$ cat src/rtl/stepdown_deadtime_sequencer.sv
// Step-down gate sequencer: turns one drive request into complementary
// high/low-side enables with programmable dead time and fault latching.
module stepdown_deadtime_sequencer #(
  parameter int DT_W   = 6,
  parameter int MIN_ON = 4
) (
  input  logic            clk,
  input  logic            rst_n,
  input  logic            CELV,
  input  logic            CELG,
  input  logic            CELSUB,
  input  logic            en,
  input  logic            drv_req,
  input  logic            fault_n,
  input  logic [DT_W-1:0] dt_lh,
  input  logic [DT_W-1:0] dt_hl,
  output logic            hs_en,
  output logic            ls_en,
  output logic [2:0]      state,
  output logic            fault_lat
);

  localparam int OW = $clog2(MIN_ON + 1);
  localparam logic [OW-1:0] MIN_C = OW'(MIN_ON);

  typedef enum logic [2:0] {
    IDLE  = 3'd0,
    LS_ON = 3'd1,
    DT_LH = 3'd2,
    HS_ON = 3'd3,
    DT_HL = 3'd4,
    FAULT = 3'd5
  } st_e;

  st_e            st, nxt;
  logic           s1, req_s;
  logic [DT_W-1:0] cnt, cnt_nxt;
  logic [DT_W-1:0] lh1, hl1;
  logic [OW-1:0]  on_cnt, on_nxt;
  logic           lat_nxt;
  logic           unused_pwr;

  // Supply pins carry no logic.
  assign unused_pwr = ^{CELV, CELG, CELSUB};

  assign lh1   = (dt_lh == '0) ? DT_W'(1) : dt_lh;
  assign hl1   = (dt_hl == '0) ? DT_W'(1) : dt_hl;
  assign state = st;

  always_comb begin
    nxt     = st;
    cnt_nxt = cnt;
    on_nxt  = on_cnt;
    lat_nxt = fault_lat;
    if (!fault_n) begin
      nxt     = FAULT;
      lat_nxt = 1'b1;
    end else if (st == FAULT) begin
      if (!en) begin
        nxt     = IDLE;
        lat_nxt = 1'b0;
      end
    end else if (!en) begin
      nxt = IDLE;
    end else begin
      unique case (st)
        IDLE: nxt = LS_ON;
        LS_ON: begin
          if (req_s) begin
            nxt     = DT_LH;
            cnt_nxt = lh1;
          end
        end
        DT_LH: begin
          if (!req_s) begin
            nxt = LS_ON;
          end else if (cnt == DT_W'(1)) begin
            nxt    = HS_ON;
            on_nxt = OW'(1);
          end else begin
            cnt_nxt = cnt - DT_W'(1);
          end
        end
        HS_ON: begin
          if (!req_s && on_cnt >= MIN_C) begin
            nxt     = DT_HL;
            cnt_nxt = hl1;
          end else if (on_cnt < MIN_C) begin
            on_nxt = on_cnt + OW'(1);
          end
        end
        DT_HL: begin
          if (cnt == DT_W'(1)) begin
            nxt = LS_ON;
          end else if (req_s) begin
            nxt     = DT_LH;
            cnt_nxt = lh1;
          end else begin
            cnt_nxt = cnt - DT_W'(1);
          end
        end
        default: nxt = IDLE;
      endcase
    end
  end

  // Enables decode from the next state so they switch with the state.
  always_ff @(posedge clk or negedge rst_n) begin
    if (!rst_n) begin
      s1        <= 1'b0;
      req_s     <= 1'b0;
      st        <= IDLE;
      cnt       <= '0;
      on_cnt    <= '0;
      hs_en     <= 1'b0;
      ls_en     <= 1'b0;
      fault_lat <= 1'b0;
    end else begin
      s1        <= drv_req;
      req_s     <= s1;
      st        <= nxt;
      cnt       <= cnt_nxt;
      on_cnt    <= on_nxt;
      hs_en     <= (nxt == HS_ON);
      ls_en     <= (nxt == LS_ON);
      fault_lat <= lat_nxt;
    end
  end

endmodule
$ cat config.mk
export PLATFORM = sky130hd
export DESIGN_NAME = stepdown_deadtime_sequencer
export DESIGN_NICKNAME = d
export VERILOG_FILES = /design/src/rtl/stepdown_deadtime_sequencer.sv
export SDC_FILE = /design/constraint.sdc
export NUM_CORES = 1
export LEC_CHECK = 0
export CAP_MARGIN = 15
export CORE_UTILIZATION = 50
export CTS_BUF_LIST = sky130_fd_sc_hd__clkbuf_16
export CTS_CLUSTER_DIAMETER = 50
export CTS_CLUSTER_SIZE = 16
export DETAILED_ROUTE_END_ITERATION = 16
export GPL_TIMING_DRIVEN = 1
export PLACE_DENSITY_LB_ADDON = 0.2
export SYNTH_ARGS = -nofsm -noshare
export SYNTH_HDL_FRONTEND = slang
export SYNTH_SLANG_ARGS = --single-unit
$ cat constraint.sdc
create_clock -name clk -period 2.25 [get_ports clk]
set_input_delay 0.675 -clock clk [delete_from_list [all_inputs] [get_ports clk]]
set_output_delay 0.675 -clock clk [all_outputs]
set_load 0.005 [all_outputs]
Word level (Yosys, flattened, before mapping)
Cells that the tools add are included.
{"block": "word_totals", "inputBits": 20, "out_inout_bits": 6, "register_bits": 17, "elab_cells": 68}
{"block": "classes", "n_bitwise": 1, "add_sub_neg": 2, "mux": 27, "n_eq_ne": 18, "reduce_logical": 10, "n_lt_le_gt_ge": 2}
{"cell": "$mux 6", "n": 8}
{"cell": "$mux 3", "n": 13}
{"cell": "$pmux 6 s4", "n": 1}
{"cell": "$ne 2x2->1 const B", "n": 9}
{"cell": "$pmux 3 s5", "n": 1}
{"cell": "$logic_not 6->1", "n": 2}
{"cell": "$eq 3x2->1 const B", "n": 3}
{"cell": "$reduce_and 9->1", "n": 1}
{"cell": "$reduce_and 8->1", "n": 1}
{"cell": "$eq 3x1->1 const B", "n": 2}
{"cell": "$eq 3x3->1 const B", "n": 2}
{"cell": "$eq 6x1->1 const B", "n": 1}
{"cell": "$pmux 3 s2", "n": 1}
{"cell": "$sub 6x1->6 const B", "n": 1}
{"cell": "$reduce_bool 4->1", "n": 1}
{"cell": "$add 3x1->3 const B", "n": 1}
{"cell": "$ge 3x3->1 const B", "n": 1}
{"cell": "$logic_not 3->1", "n": 1}
{"cell": "$lt 3x3->1 const B", "n": 1}
{"cell": "$mux 1", "n": 3}
{"cell": "$ne 2x1->1 const B", "n": 1}
{"cell": "$reduce_and 2->1", "n": 1}
{"cell": "$reduce_bool 2->1", "n": 1}
{"cell": "$logic_and 1x1->1", "n": 1}
{"cell": "other kinds (2)", "n": 2}

Logic depth before layout (Yosys ltp)
Gate-level depths: netlist of the first run.
{"block": "logic_depth", "word_depth": 8, "ltp_mapped": 8, "ltp_nobuf": 7}

Worst setup path before layout of the first run
OpenSTA, ideal clock, no wires.
{"block": "synth_timing", "path_kind": "reg-to-reg", "from": "register cnt[0]", "to": "register cnt[3]", "slack_ps": 605, "n_path_buf": 1, "t_required_ps": 2129, "period_less_slack_ps": 1645, "setup_time_ps": 121, "path_stages_with_launch": 8, "arrival_time_ps": 1524, "path_cell_list": "dfrtp_1 > ha_1 > and2b_2 > o2bb2ai_2 > a211oi_2 > buf_6 > o21ai_1 > a22o_1"}
{"block": "synth_via", "elab_chain_len": 4, "elab_cells_between_ends": 10, "cone_classes": "add/sub (1); eq/ne (3); mux (5); reduce/logical (1)"}
{"element": "start, declared", "line_no": "37", "text": "logic [DT_W-1:0] cnt, cnt_nxt;"}
{"element": "start signal, assigned", "line_no": "122", "text": "cnt <= cnt_nxt;"}
{"element": "$sub 6x1->6", "line_no": "81, 99"}
{"element": "$mux 6, on equally long branches", "line_no": "95, 77"}
{"element": "$mux 6, on equally long branches", "line_no": "93, 75"}
{"element": "$pmux 6 s4", "line_no": "66", "text": "unique case (st)"}
Parallel ways exist; a longest one is shown, timed or not. The select of a mux whose other input is x is not followed.
A chain may end at the register's enable or synchronous reset.

Worst setup path after layout of the first run
{"block": "layout_timing", "from": "register st[0], in the netlist state[0]", "to": "output port state[0]"}
{"element": "start, declared", "line_no": "35", "text": "st_e st, nxt;"}
{"element": "start signal, assigned", "line_no": "121", "text": "st <= nxt;"}
{"element": "end, declared", "line_no": "19", "text": "output logic [2:0] state,"}
No word-level cell between the ends.

==> results of run 1 <==
final cells by class:
type | instances | area share, %
Sequential cell | 17 | 27.6
Inverter | 7 | 1.70
Multi-Input combinational cell | 102 | 44.5
Clock buffer | 3 | 4.86
Clock inverter | 1 | 0.486
Tap cell | 28 | 2.27
Timing Repair Buffer | 31 | 18.6
through the flow:
| stage | setup slack (ns) | instance area, um^2 | std cells | total power, W |
|---|---|---|---|---|
| detailed placement | 0.141 | 1460 | 185 | 0.000752 |
| floorplan | 0.605 | 1200 | 133 | 0.000638 |
| CTS | 0.117 | 1540 | 189 | 0.00113 |
| finish | 0.117 | 1540 | 189 | 0.00111 |
| global route | 0.0618 | 1540 | 189 | 0.00118 |
| global placement | 0.179 | 1460 | 185 | 0.000738 |
where the power goes:
group	total (W)	switching [W]	internal, W	leakage [nW]
clock	0.000366	0.000126	0.000240	0.0371
combinational	0.000326	0.000166	0.000160	0.407
sequential	0.000422	0.0000638	0.000359	0.213
total	0.00111	0.000356	0.000759	0.657
final timing paths:
check / cells after the start / startpoint / slack (ns) / endpoint
min in group asynchronous: 2 / rst_n / 0.74 / fault_lat$_DFFE_PN0P_
hold / removal: 0 / s1$_DFF_PN0_ / 0.35 / req_s$_DFF_PN0_
setup reg to reg: 7 / state[1]$_DFF_PN0_ / 0.39 / cnt[5]$_DFFE_PN0P_
max in group asynchronous: 2 / rst_n / 1.32 / cnt[2]$_DFFE_PN0P_
setup / recovery: 1 / state[0]$_DFF_PN0_ / 0.12 / state[0]
hold reg to reg: 0 / s1$_DFF_PN0_ / 0.35 / req_s$_DFF_PN0_
layer usage:
metal	wire length, um	vias to the layer above
met1	1270	516
met3	146	6
li1	-	544
met4	47	0
met2	1290	34
met5	0	-
worst reg2reg max path, delay by kind of cell (launching register included):
family | cells | cell delay [ns]
flops | 1 | 0.50
simple gates | 2 | 0.21
buf+inv | 2 | 0.42
compound gates | 3 | 0.63
sequential cells by signal, indices dropped and copies added, names as in the netlist:
register and flops:
cnt 6, on_cnt 3, state 3, fault_lat 1, hs_en 1, ls_en 1, req_s 1, s1 1
cells in the mapped netlist, drive strengths merged (2+ instances only):
cell | instances | area (um^2)
inv | 7 | 26.3
o21a | 2 | 15.0
nand4 | 2 | 12.5
o21ai | 17 | 88.8
nor4b | 2 | 32.5
and2b | 2 | 17.5
nor3b | 2 | 15.0
nor3 | 8 | 45.0
a21oi | 12 | 75.1
nand2 | 9 | 33.8
o32ai | 3 | 26.3
nor2b | 4 | 25.0
ha | 3 | 37.5
buf | 7 | 62.6
dfrtp | 17 | 425
nor2 | 11 | 41.3
nand2b | 5 | 38.8
and3b | 2 | 18.8
a22o | 5 | 43.8
layout by cell type, fill, tap and decap left out, types with 2 or more instances in the layout:
master and instances:
a21oi_1 10, a22o_1 5, and2b_2 2, buf_4 9
clkbuf_16 3, clkdlybuf4s50_1 22, dfrtp_1 17, ha_1 3
inv_1 7, nand2_1 9, nand2b_1 4, nand4_1 2
nor2_1 11, nor2b_1 4, nor3_1 7, nor3b_1 2
o21a_1 2, o21ai_0 13, o21ai_1 3, o32ai_1 3
cells by family (layout without fill, tap and decap cells):
| logic type | after synthesis | after routing |
|---|---|---|
| muxes | 1 | 1 |
| buffers and inverters | 14 | 42 |
| AOI/OAI and AO/OA | 47 | 47 |
| adders and majority gates | 3 | 3 |
| and+or+nand+nor | 51 | 51 |
| DFF | 17 | 17 |
==> reports/metrics.csv, run 1 <==
metric,value,unit
Max-cap violations,0,
sequential-to-total area share from yosys stat,35.4,%
Rows,17,
Peak VDD IR,0.000616,V
met2 Use GR,37.9,%
hold_buf cts,0,
final core utilization,69.1,%
Most Crowded Layer GR,met2,
Crit Path Class,register to output port,
via count,1100,
CP top delay family,flip-flops,
Least-Margin Pin Slew,0.460,ns
router iterations before antenna repair,4,
CP max stage cell,dfrtp_1,
synth unique cells,42,
gr usage total,24.0,%
Post-Route Skew,0.00269,ns
via/cell ratio,5.82,
routed wire length,2.76,mm
final hold slack,0.346,ns
Post-Synth XOR/XNOR Area,0,%
Global Route met3 Usage,4.76,%
DR iter-0 viols,18,
die width,51.0,um
Initial Utilization,53.8,%
remaining routing DRC violations,0,
Area Overhead vs Synth,28.5,%
TritonCTS clock tree,yes,
main combinational cell family by area after synthesis,compound AO/OA/AOI/OAI gates,
post-synth net total,156,
crit path cell chain,clkdlybuf4s50_1,
initial antenna violation count,0,
crit-path max FO,13,
Max Fclk,469,MHz
Multi-input gate area,687,um^2
"Top FF cell, synth",dfrtp_1,
post-synthesis mux area share,0.938,%
Placer Congestion,0.927,
setup TNS,0,ns
GRT overflow,0,
Rel. slew slack,69.1,%
final hold vios,0,
post-route minimum period,2.13,ns
met1 Usage GRT,30.3,%
first-pass GRT wire length,4.57,mm
largest net degree at the start of global routing,18,
H-tree depth,1,
period utilization,94.8,%
asr flop ratio synth,100,%
Top Ports,26,
CTS Sinks,17,
syn avg cell area,9.03,um^2
leak pwr,0.657,nW
number of flops mapped to enable cells by yosys,0,
WL/cell,14.6,um
number of setup violations in the final report,0,
root buf cell,clkbuf_16,
Post-DRT Antenna Nets,0,
crit path capture type,output port,
IO Port Bufs,22,
RSZ-0062 raised after global routing,false,
Die ar.,0.00260,mm^2
Syn. warnings,0,
complex-gate fraction of the synthesized area,26.9,%
Critical Path Start Type,register,
status,"finished, final reports clean",
slowest cell delay on critical path,0.62,ns
total CTS buffers,3,
Fillers,180,
synthesized area,0.00120,mm^2
layout cells sized above 1,16.1,%
vias in the first global route,1050,
Worst EP arrival,1.46,ns
Core Region,0.00223,mm^2
register area,425,um^2
"CTS clk-pin slew, worst paths",0.05,ns
Die H,51.0,um
Setup Buffers After CTS,0,
nets,185,
CTS Buffer Depth,2,
post_cts resized,0,
clock latency on the worst-skew pair,0.25,ns
Cell Pwr Density,722,mW/mm^2
HPWL after detailed placement,2.06,mm
Hold WC Path Type,register to register,
WP buf/inv,1,
Mapped Cells,133,
Max Slew Vio Count,0,
Simple-Gate Fraction of Synth Area,26.3,%
CP Data Required Time,1.57,ns
Synth Register Bits,17,
post-synthesis adder-cell area fraction,3.13,%
# diodes,0,
Power figures use the tool's default switching activity.
==> inputs of run 2 (changes only) <==
CORE_MARGIN = 2   (was unset)
==> run 2 against run 1 <==
  * Sequential power barely moved
  * Register-to-register slack is essentially flat
  * Via count decreased by 1.1%
  * Clock skew is 0.00086 ns lower
  * Critical endpoint is now state[2]
  * Highest routed layer unchanged
==> reports/metrics.csv, run 2 (synthesized netlist as in run 1, its figures left out) <==
metric,value,unit
status,"finished, final reports clean",
WL/cell,14.2,um
number of flip-flops in the largest register,6,
CTS Sinks,17,
HPWL after detailed placement,2.03,mm
Crit Path Class,register to output port,
Peak VDD IR,0.000603,V
Non-Filler Instances,188,
router iterations before antenna repair,4,
first-pass GRT wire length,4.51,mm
Reg2Reg Launch Point,cnt[0]$_DFFE_PN0P_,
via count,1088,
nets,184,
die width,53.0,um
GRT overflow,0,
TritonCTS clock tree,yes,
"commonest non-fill, non-tap cells in the layout","clkdlybuf4s50_1 (22), dfrtp_1 (17), o21ai_0 (13)",
Max Slew Vio Count,0,
crit path cell chain,clkdlybuf4s50_1,
number of setup violations in the final report,0,
Rel. slew slack,71.4,%
final hold slack,0.356,ns
pre-CTS WS,0.0817,ns
Critical Path Start Type,register,
total CTS buffers,3,
Worst EP arrival,1.40,ns
Cell Pwr Density,718,mW/mm^2
largest net degree at the start of global routing,18,
"CTS clk-pin slew, worst paths",0.05,ns
Die H,53.0,um
Max-cap violations,0,
Top Ports,26,
slowest cell delay on critical path,0.58,ns
CP max stage cell,clkdlybuf4s50_1,
CTS Buffer Depth,2,
Die ar.,0.00281,mm^2
Final Worst Setup Slack,0.178,ns
final hold vios,0,
PnR Total Power,0.00110,W
routed wire length,2.67,mm
post_cts resized,0,
post-route minimum period,2.07,ns
layout cells sized above 1,15.0,%
gr usage total,22.2,%
Post-DRT Antenna Nets,0,
vias in the first global route,1053,
Initial Utilization,53.8,%
leak pwr,0.657,nW
hold_buf cts,0,
"commonest non-fill, non-tap cell in the layout",clkdlybuf4s50_1,
Area Overhead vs Synth,27.6,%
crit path capture type,output port,
IO Port Bufs,22,
DR iter-0 viols,21,
setup TNS,0,ns
Post-Route Skew,0.00183,ns
CP top delay family,buffers and inverters,
Least-Margin Pin Slew,0.425,ns
WP buf/inv,1,
clock latency on the worst-skew pair,0.25,ns
remaining routing DRC violations,0,
hold_sp,s1$_DFF_PN0_,
# diodes,0,
H-tree depth,1,
via/cell ratio,5.79,
Critical path origin,state[2]$_DFF_PN0_,
RSZ-0062 raised after global routing,false,
Hold WC Path Type,register to register,
placed cells,184,
Max Fclk,483,MHz
crit-path max FO,12,
Reg with most FFs,cnt,
Placer Congestion,0.889,
root buf cell,clkbuf_16,
initial antenna violation count,0,
period utilization,92.1,%
Setup Buffers After CTS,0,
Core Region,0.00223,mm^2
Rows,17,
CP Data Required Time,1.57,ns
-- run 2: path summary, 6_finish.rpt --
path	to	slack, ns	depth (start not counted)
min in group asynchronous	cnt[5]$_DFFE_PN0P_	0.75	2
setup reg to reg	cnt[5]$_DFFE_PN0P_	0.40	7
hold reg to reg	req_s$_DFF_PN0_	0.36	0
max in group asynchronous	state[1]$_DFF_PN0_	1.31	2
hold / removal	req_s$_DFF_PN0_	0.36	0
setup / recovery	state[2]	0.18	1
-- run 2: stage by stage --
| stage | util [%] | instance area, um^2 |
|---|---|---|
| final | 68.6 | 1530 |
| after global routing | 68.6 | 1530 |
| after CTS | 68.6 | 1530 |
| after detailed placement | 65.1 | 1450 |
| after global placement | 65.1 | 1450 |
| after floorplan | - | 1200 |
-- run 2: metal layers --
metal | global-route usage, % | vias up | share of wire (%)
met2 | 36.3 | 27 | 47
met1 | 27.7 | 514 | 47
met4 | 9.40 | 0 | 1.4
li1 | - | 542 | -
met5 | 0 | - | 0
met3 | 5.37 | 5 | 4.4
-- run 2: area by class of cell --
| class | count | area (um^2) |
|---|---|---|
| inverters | 7 | 26.3 |
| flip-flops and latches | 17 | 425 |
| fillers | 180 | 701 |
| well taps | 28 | 35.0 |
| multi-input cells | 102 | 687 |
| clock inverters | 1 | 3.75 |
| clock buffers | 3 | 75.1 |
| repair buffers | 30 | 280 |
-- run 2: power breakdown --
group | leakage [nW] | switching (W) | internal [W]
sequential | 0.213 | 0.0000607 | 0.000359
combinational | 0.402 | 0.000165 | 0.000160
clock | 0.0423 | 0.000119 | 0.000236
